$ cat config.mk
export PLATFORM = sky130hd
export DESIGN_NAME = one_hot_mode_decoder
export DESIGN_NICKNAME = d
export VERILOG_FILES = /design/src/rtl/one_hot_mode_decoder.sv
export SDC_FILE = /design/constraint.sdc
export NUM_CORES = 1
export LEC_CHECK = 0
export CORE_UTILIZATION = 40
export DETAILED_ROUTE_END_ITERATION = 10
export SLEW_MARGIN = 15
export SYNTH_ARGS = -nofsm -noshare
export SYNTH_HDL_FRONTEND = slang
export SYNTH_SLANG_ARGS = --single-unit
$ cat constraint.sdc
create_clock -name clk -period 5.85 [get_ports clk]
set_clock_uncertainty 0.15 [all_clocks]
set_input_delay 1.755 -clock clk [delete_from_list [all_inputs] [get_ports clk]]
set_output_delay 1.755 -clock clk [all_outputs]
set_load 0.01 [all_outputs]
$ cat src/rtl/one_hot_mode_decoder.sv
// -----------------------------------------------------------------------------
// one_hot_mode_decoder
//
// Receive-side decoder for the three one-hot mode select lines. The selects
// are synchronised, each synchronised sample is checked for a legal one-hot
// pattern, and a legal code must repeat for STABLE_CYCLES samples before it is
// committed to mode_out. A run of FAULT_CYCLES illegal samples (zero-hot or
// multi-hot) raises fault. While a new code is still qualifying, consumers
// keep seeing the previous mode.
//
// Select to mode mapping:
//   select_1 -> 2'b00, select_2 -> 2'b10, select_3 -> 2'b11 (2'b01 is never produced)
//
// Ports
//   clk          in   1  single clock, rising edge
//   rst_n        in   1  asynchronous active-low reset
//   select_1     in   1  one-hot select for mode 2'b00
//   select_2     in   1  one-hot select for mode 2'b10
//   select_3     in   1  one-hot select for mode 2'b11
//   fault_clr    in   1  one-cycle pulse, clears sticky fault_seen
//   mode_out     out  2  committed mode code
//   mode_valid   out  1  mode_out holds a qualified mode
//   mode_update  out  1  one-cycle pulse when a new mode commits
//   fault        out  1  level, set on FAULT entry, cleared on the next commit
//   fault_seen   out  1  sticky, FAULT entered since last fault_clr / reset
//
// Latency: a select change that holds produces mode_update exactly
// 2 + STABLE_CYCLES rising edges later (2 synchroniser edges plus
// STABLE_CYCLES qualifying samples).
// -----------------------------------------------------------------------------
module one_hot_mode_decoder #(
  parameter int unsigned STABLE_CYCLES = 4,
  parameter int unsigned FAULT_CYCLES  = 8,
  parameter int unsigned CNT_W         = 4
) (
  input  logic       clk,
  input  logic       rst_n,
  input  logic       select_1,
  input  logic       select_2,
  input  logic       select_3,
  input  logic       fault_clr,
  output logic [1:0] mode_out,
  output logic       mode_valid,
  output logic       mode_update,
  output logic       fault,
  output logic       fault_seen
);

  typedef enum logic [1:0] {
    ST_INIT   = 2'd0,
    ST_QUAL   = 2'd1,
    ST_LOCKED = 2'd2,
    ST_FAULT  = 2'd3
  } state_t;

  localparam logic [CNT_W-1:0] STABLE_C = CNT_W'(STABLE_CYCLES);
  localparam logic [CNT_W-1:0] FAULT_C  = CNT_W'(FAULT_CYCLES);

  // ---------------------------------------------------------------------------
  // Two-flop synchroniser. Bit 0 carries select_1, bit 2 carries select_3.
  // ---------------------------------------------------------------------------
  logic [2:0] s_meta;
  logic [2:0] s;

  // NOTE: every flop, including the synchroniser, is cleared by the async
  // reset so a reset mid-qualification leaves no stale sample behind.
  always_ff @(posedge clk or negedge rst_n) begin
    if (!rst_n) begin
      s_meta <= 3'b000;
      s      <= 3'b000;
    end else begin
      // NOTE: non-blocking assignments keep the two stages as separate flops;
      // a blocking assignment here would collapse the synchroniser to one.
      s_meta <= {select_3, select_2, select_1};
      s      <= s_meta;
    end
  end

  // ---------------------------------------------------------------------------
  // Sample validation and code decode.
  // ---------------------------------------------------------------------------
  logic       s_valid;
  logic [1:0] s_code;

  // NOTE: both outputs get a default before the case so no latch is inferred
  // for the illegal patterns.
  always_comb begin
    s_valid = 1'b0;
    s_code  = 2'b00;
    unique case (s)
      3'b001:  begin s_valid = 1'b1; s_code = 2'b00; end
      3'b010:  begin s_valid = 1'b1; s_code = 2'b10; end
      3'b100:  begin s_valid = 1'b1; s_code = 2'b11; end
      default: begin s_valid = 1'b0; s_code = 2'b00; end
    endcase
  end

  // ---------------------------------------------------------------------------
  // State and datapath registers.
  // ---------------------------------------------------------------------------
  state_t           state, state_next;
  logic [1:0]       cand, cand_next;
  logic [CNT_W-1:0] q_cnt, q_cnt_next;
  logic [CNT_W-1:0] inv_cnt, inv_cnt_next;

  // Control strobes from the decision logic.
  logic commit;       // publish cand_next to mode_out this edge
  logic fault_enter;  // enter FAULT this edge
  logic start_qual;   // begin qualifying the current sample's code

  // Process 1: state register plus the counters/candidate it steers.
  always_ff @(posedge clk or negedge rst_n) begin
    if (!rst_n) begin
      state   <= ST_INIT;
      cand    <= 2'b00;
      q_cnt   <= '0;
      inv_cnt <= '0;
    end else begin
      state   <= state_next;
      cand    <= cand_next;
      q_cnt   <= q_cnt_next;
      inv_cnt <= inv_cnt_next;
    end
  end

  // Invalid-run counter: saturates at FAULT_CYCLES, cleared by any legal sample.
  always_comb begin
    inv_cnt_next = inv_cnt;
    if (s_valid) begin
      inv_cnt_next = '0;
    end else if (inv_cnt != FAULT_C) begin
      inv_cnt_next = inv_cnt + 1'b1;
    end
  end

  // Process 2: next-state and qualification decisions.
  always_comb begin
    state_next  = state;
    cand_next   = cand;
    q_cnt_next  = q_cnt;
    commit      = 1'b0;
    fault_enter = 1'b0;
    start_qual  = 1'b0;

    if (!s_valid && (state != ST_FAULT) && (inv_cnt == FAULT_C - 1'b1)) begin
      // This invalid sample completes the run; it takes priority over the
      // QUAL fall-back to the home state.
      state_next  = ST_FAULT;
      q_cnt_next  = '0;
      fault_enter = 1'b1;
    end else begin
      unique case (state)
        ST_INIT: begin
          if (s_valid) start_qual = 1'b1;
        end

        ST_QUAL: begin
          if (!s_valid) begin
            // Broken run: drop back to whatever consumers currently see.
            state_next = mode_valid ? ST_LOCKED : ST_INIT;
            q_cnt_next = '0;
          end else if (s_code != cand) begin
            start_qual = 1'b1;
          end else if (q_cnt == STABLE_C - 1'b1) begin
            state_next = ST_LOCKED;
            q_cnt_next = '0;
            commit     = 1'b1;
          end else begin
            q_cnt_next = q_cnt + 1'b1;
          end
        end

        ST_LOCKED: begin
          // Invalid samples only advance inv_cnt here.
          if (s_valid && (s_code != mode_out)) start_qual = 1'b1;
        end

        ST_FAULT: begin
          if (s_valid) start_qual = 1'b1;
        end

        default: begin
          state_next = ST_INIT;
          q_cnt_next = '0;
        end
      endcase

      // The first matching sample counts toward qualification, so with
      // STABLE_CYCLES == 1 it commits on the same edge and QUAL is skipped.
      if (start_qual) begin
        cand_next = s_code;
        if (STABLE_CYCLES == 1) begin
          state_next = ST_LOCKED;
          q_cnt_next = '0;
          commit     = 1'b1;
        end else begin
          state_next = ST_QUAL;
          q_cnt_next = CNT_W'(1);
        end
      end
    end
  end

  // Process 3: registered outputs driven by the decision strobes.
  logic new_mode;

  // Re-qualifying the mode already on mode_out is silent.
  always_comb begin
    new_mode = commit && (!mode_valid || (cand_next != mode_out));
  end

  always_ff @(posedge clk or negedge rst_n) begin
    if (!rst_n) begin
      mode_out    <= 2'b00;
      mode_valid  <= 1'b0;
      mode_update <= 1'b0;
      fault       <= 1'b0;
      fault_seen  <= 1'b0;
    end else begin
      mode_update <= new_mode;

      if (commit) begin
        mode_out   <= cand_next;
        mode_valid <= 1'b1;
        fault      <= 1'b0;
      end else if (fault_enter) begin
        // mode_out is held so the last good mode stays visible for debug.
        mode_valid <= 1'b0;
        fault      <= 1'b1;
      end

      // A FAULT entry on the same edge as fault_clr keeps the flag set.
      if (fault_enter) begin
        fault_seen <= 1'b1;
      end else if (fault_clr) begin
        fault_seen <= 1'b0;
      end
    end
  end

endmodule
==> out/summary.md <==
For this design the static power due to leakage is 0.644 nW. The largest individual stage delay along the critical path comes from the cell sky130_fd_sc_hd__clkdlybuf4s50_1. The tools report the buffer levels on the longest clock path as 2. The number of distinct library cells after synthesis was 38. Dominant register cell in the synthesized netlist: sky130_fd_sc_hd__dfrtp_1. The signal on the critical path passes through clkdlybuf4s50_1. After detailed routing, the number of vias per cell comes to 5.49.

The final critical delay including setup and external delays is 3.25 ns, and the full die area is 3320 µm². The biggest area contributor in the post-synthesis netlist is sky130_fd_sc_hd__dfrtp_1. Grouping stages by cell kind, the critical path spends the most delay in buffers and inverters. Entering global routing, the biggest net connects 25 pins. The design draws 0.571 mW. Overflow left after global routing: 0. In this run the mean area of a mapped cell was 10.4 µm². Number of fill cells in the layout: 269. Share of the synthesized area in the top cell type: 48.5%. The max-capacitance violation count was 0. The library cells used most frequently in the layout, excluding fill and tap cells, are sky130_fd_sc_hd__dfrtp_1, sky130_fd_sc_hd__nor2_1, sky130_fd_sc_hd__nand2_1, sky130_fd_sc_hd__clkdlybuf4s50_1, sky130_fd_sc_hd__inv_1.

The net count reported at finish is 146, and the count of buffers from port buffering is 11. The tools report the cell count after synthesis as 119. The effective utilization at floorplan came out at 43.4%. For the remaining routing DRC violations, the log shows 0. Setup violations remaining at the end of the flow were counted as 0. During synthesis, Yosys emitted a total of 0 warnings.

The logs give 901 for the total number of vias and 0 for the number of instances resized during post-cts repair. CTS saw 24 sinks. Yosys attributes the largest share of cell area to sky130_fd_sc_hd__dfrtp_1, sky130_fd_sc_hd__ha_1, sky130_fd_sc_hd__nor2_1. The slew of the pin with the lowest slew margin was 0.569 ns. The data required time of the critical path is 3.94 ns.

The final count of pins violating max slew came out at 0. The overall die width is 57.7 µm, and the ratio of final minimum period to clock period is 55.5%. The congestion estimate from routability-driven global placement came to 0.775.

TritonCTS built the clock tree. The routed length on met2 is 1080 µm. Sum of buffers and inverters on the critical path: 1. The power density over the cells is 405 nW/µm². Leaving out fill and tap cells, the most frequent cell in the layout is sky130_fd_sc_hd__dfrtp_1. The total routing usage reported by global routing was 16.3%.

The number of cells after detailed placement was 160. 12 I/O pins were placed. The run gives 49.5% as the share of the core filled with cells in the final layout. The area growth from synthesis to layout was 13.9%. For the number of H-tree levels, the log shows 1. Number of endpoints with negative hold slack in the final report: 0.

The run finished with clean final reports. Setup repair after global routing left no endpoint under its margin. When the netlist entered floorplanning its net count stood at 131.

The floorplan step defined a core boundary enclosing 2850 µm². The number of diodes added for antenna fixing is 0. For this block, wires on met1 add up to 1200 µm. Number of global-route vias before repair: 903. The half-perimeter wire length after detailed placement is 1740 µm, and the height of the die is 57.7 µm. In the final layout, the share of cells above drive strength 1 is 11.3%.

The tools report the total negative setup slack as 0 ns. The highest layer touched by signal routing is met4. The routed design has 2340 µm of wire. The number of clock buffers added by TritonCTS is 3. In this run, synthesis produced a sequential element count of 24.

The run gives 61.8% as the remaining max-slew budget at the tightest pin. The number of hold buffers added after CTS was 0. Detailed router's first-iteration violation count: 41. The first global-routing pass estimated 4150 µm of wire.

The met3 layer wire length in the routed design is 40 µm. The clock tree root driver cell is sky130_fd_sc_hd__clkbuf_4. The worst setup path is launched from a register. The tools report the netlist area before placement as 1240 µm².

Endpoint arrival time on the critical path: 1.34 ns. The finished layout holds 164 standard cells, fillers aside. Sequential area share after synthesis: 48.5%.

The synthesized design contains 0 enable-type register cells. Clock-pin slew was measured on the worst setup and hold paths at 0.12 ns. The routed length per instance is 14.3 µm.

The kind of end point of the critical path was an output pin. The pre-antenna-repair detailed-routing pass consisted of 4 iterations. The proportion of synthesized flip-flops having asynchronous set or reset was 100%; the number of antenna violations at the first check in global routing was 0. The critical path is of the register to output pin type.

Highest attainable clock frequency: 308 MHz. In this run the core area contains 19 standard-cell rows. The worst-case IR drop observed on VDD is 0.182 mV. Of all nets on the critical path, the largest fanout is 5. The later pin in the worst-skew pair is clocked with a latency of 0.30 ns. The largest single stage delay on the critical path is 0.57 ns. After clock tree synthesis, the setup repair step added 0 buffers.

Classification of the worst-slack hold path: register to register. Remaining antenna violation count after routing: 0.
[area by class of cell]
type	instances	area, µm²	area share, %
clock buffers	4	36.3	2.57
inverters	9	33.8	2.39
multi-input cells	85	597	42.3
flip-flops and latches	24	601	42.6
well taps	31	38.8	2.75
repair buffers	11	105	7.45
[per-layer routing]
| layer | track usage (%) | vias to the layer above |
|---|---|---|
| li1 | - | 443 |
| met1 | 23.2 | 447 |
| met2 | 25.4 | 9 |
| met3 | 1.56 | 2 |
| met4 | 7.82 | 0 |
| met5 | 0 | - |
[synth_stat cells, types with 2 or more instances]
| cell | n |
|---|---|
| sky130_fd_sc_hd__dfrtp_1 | 24 |
| sky130_fd_sc_hd__nor2_1 | 11 |
| sky130_fd_sc_hd__nand2_1 | 10 |
| sky130_fd_sc_hd__inv_1 | 9 |
| sky130_fd_sc_hd__o21ai_0 | 7 |
| sky130_fd_sc_hd__ha_1 | 6 |
| sky130_fd_sc_hd__a21oi_1 | 4 |
| sky130_fd_sc_hd__a21o_1 | 3 |
| sky130_fd_sc_hd__and3_1 | 3 |
| sky130_fd_sc_hd__nand3_1 | 3 |
| sky130_fd_sc_hd__nor3b_1 | 3 |
| sky130_fd_sc_hd__xnor2_1 | 3 |
| sky130_fd_sc_hd__a31oi_1 | 2 |
| sky130_fd_sc_hd__mux2_4 | 2 |
| sky130_fd_sc_hd__nand2b_1 | 2 |
| sky130_fd_sc_hd__nor2_2 | 2 |
| sky130_fd_sc_hd__nor2b_1 | 2 |
| sky130_fd_sc_hd__nor3_1 | 2 |
| sky130_fd_sc_hd__o21ai_1 | 2 |
[where the power goes]
group | internal [mW] | total [mW] | switching [mW]
clock | 0.0380 | 0.0826 | 0.0447
combinational | 0.111 | 0.233 | 0.121
sequential | 0.207 | 0.256 | 0.0494
total | 0.356 | 0.571 | 0.215
[worst paths after layout]
path | from | to | slack, ns | cells after the start
max in group asynchronous | rst_n | q_cnt[0] | 3.96 | 1
min reg2reg | s_meta[0] | s[0] | 0.21 | 0
max | mode_out[1] | mode_out[1] | 2.60 | 1
min | s_meta[0] | s[0] | 0.21 | 0
max reg2reg | state[1] | mode_update | 3.53 | 9
min in group asynchronous | rst_n | inv_cnt[1] | 1.25 | 1
[through the flow]
stage          setup WS, ns  hold slack [ns]  instance area [µm²]
6_report               2.60            0.213                 1410
5_1_grt                2.54            0.223                 1410
4_1_cts                2.58            0.216                 1420
3_5_place_dp           2.63            0.187                 1380
3_3_place_gp           2.69            0.182                 1380
2_1_floorplan          3.50            0.181                 1240
[registers in the layout, indices dropped and copies added (netlist names)]
register	flops
cand	2
fault	1
fault_seen	1
inv_cnt	4
mode_out	2
mode_update	1
mode_valid	1
q_cnt	4
s	3
s_meta	3
state	2
[kinds of logic (layout without fill, tap and decap cells)]
logic type	after synthesis	in the layout	share of synthesized area [%]
adder cells (fa/ha/maj)	6	6	6.06
AND/OR/NAND/NOR	44	44	18.6
XOR/XNOR	4	4	2.83
multiplexers	4	4	4.14
flip-flops	24	24	48.5
buffers and inverters	10	24	3.33
AO/OA/AOI/OAI	27	27	16.6
(Power assumes the default switching activity.)
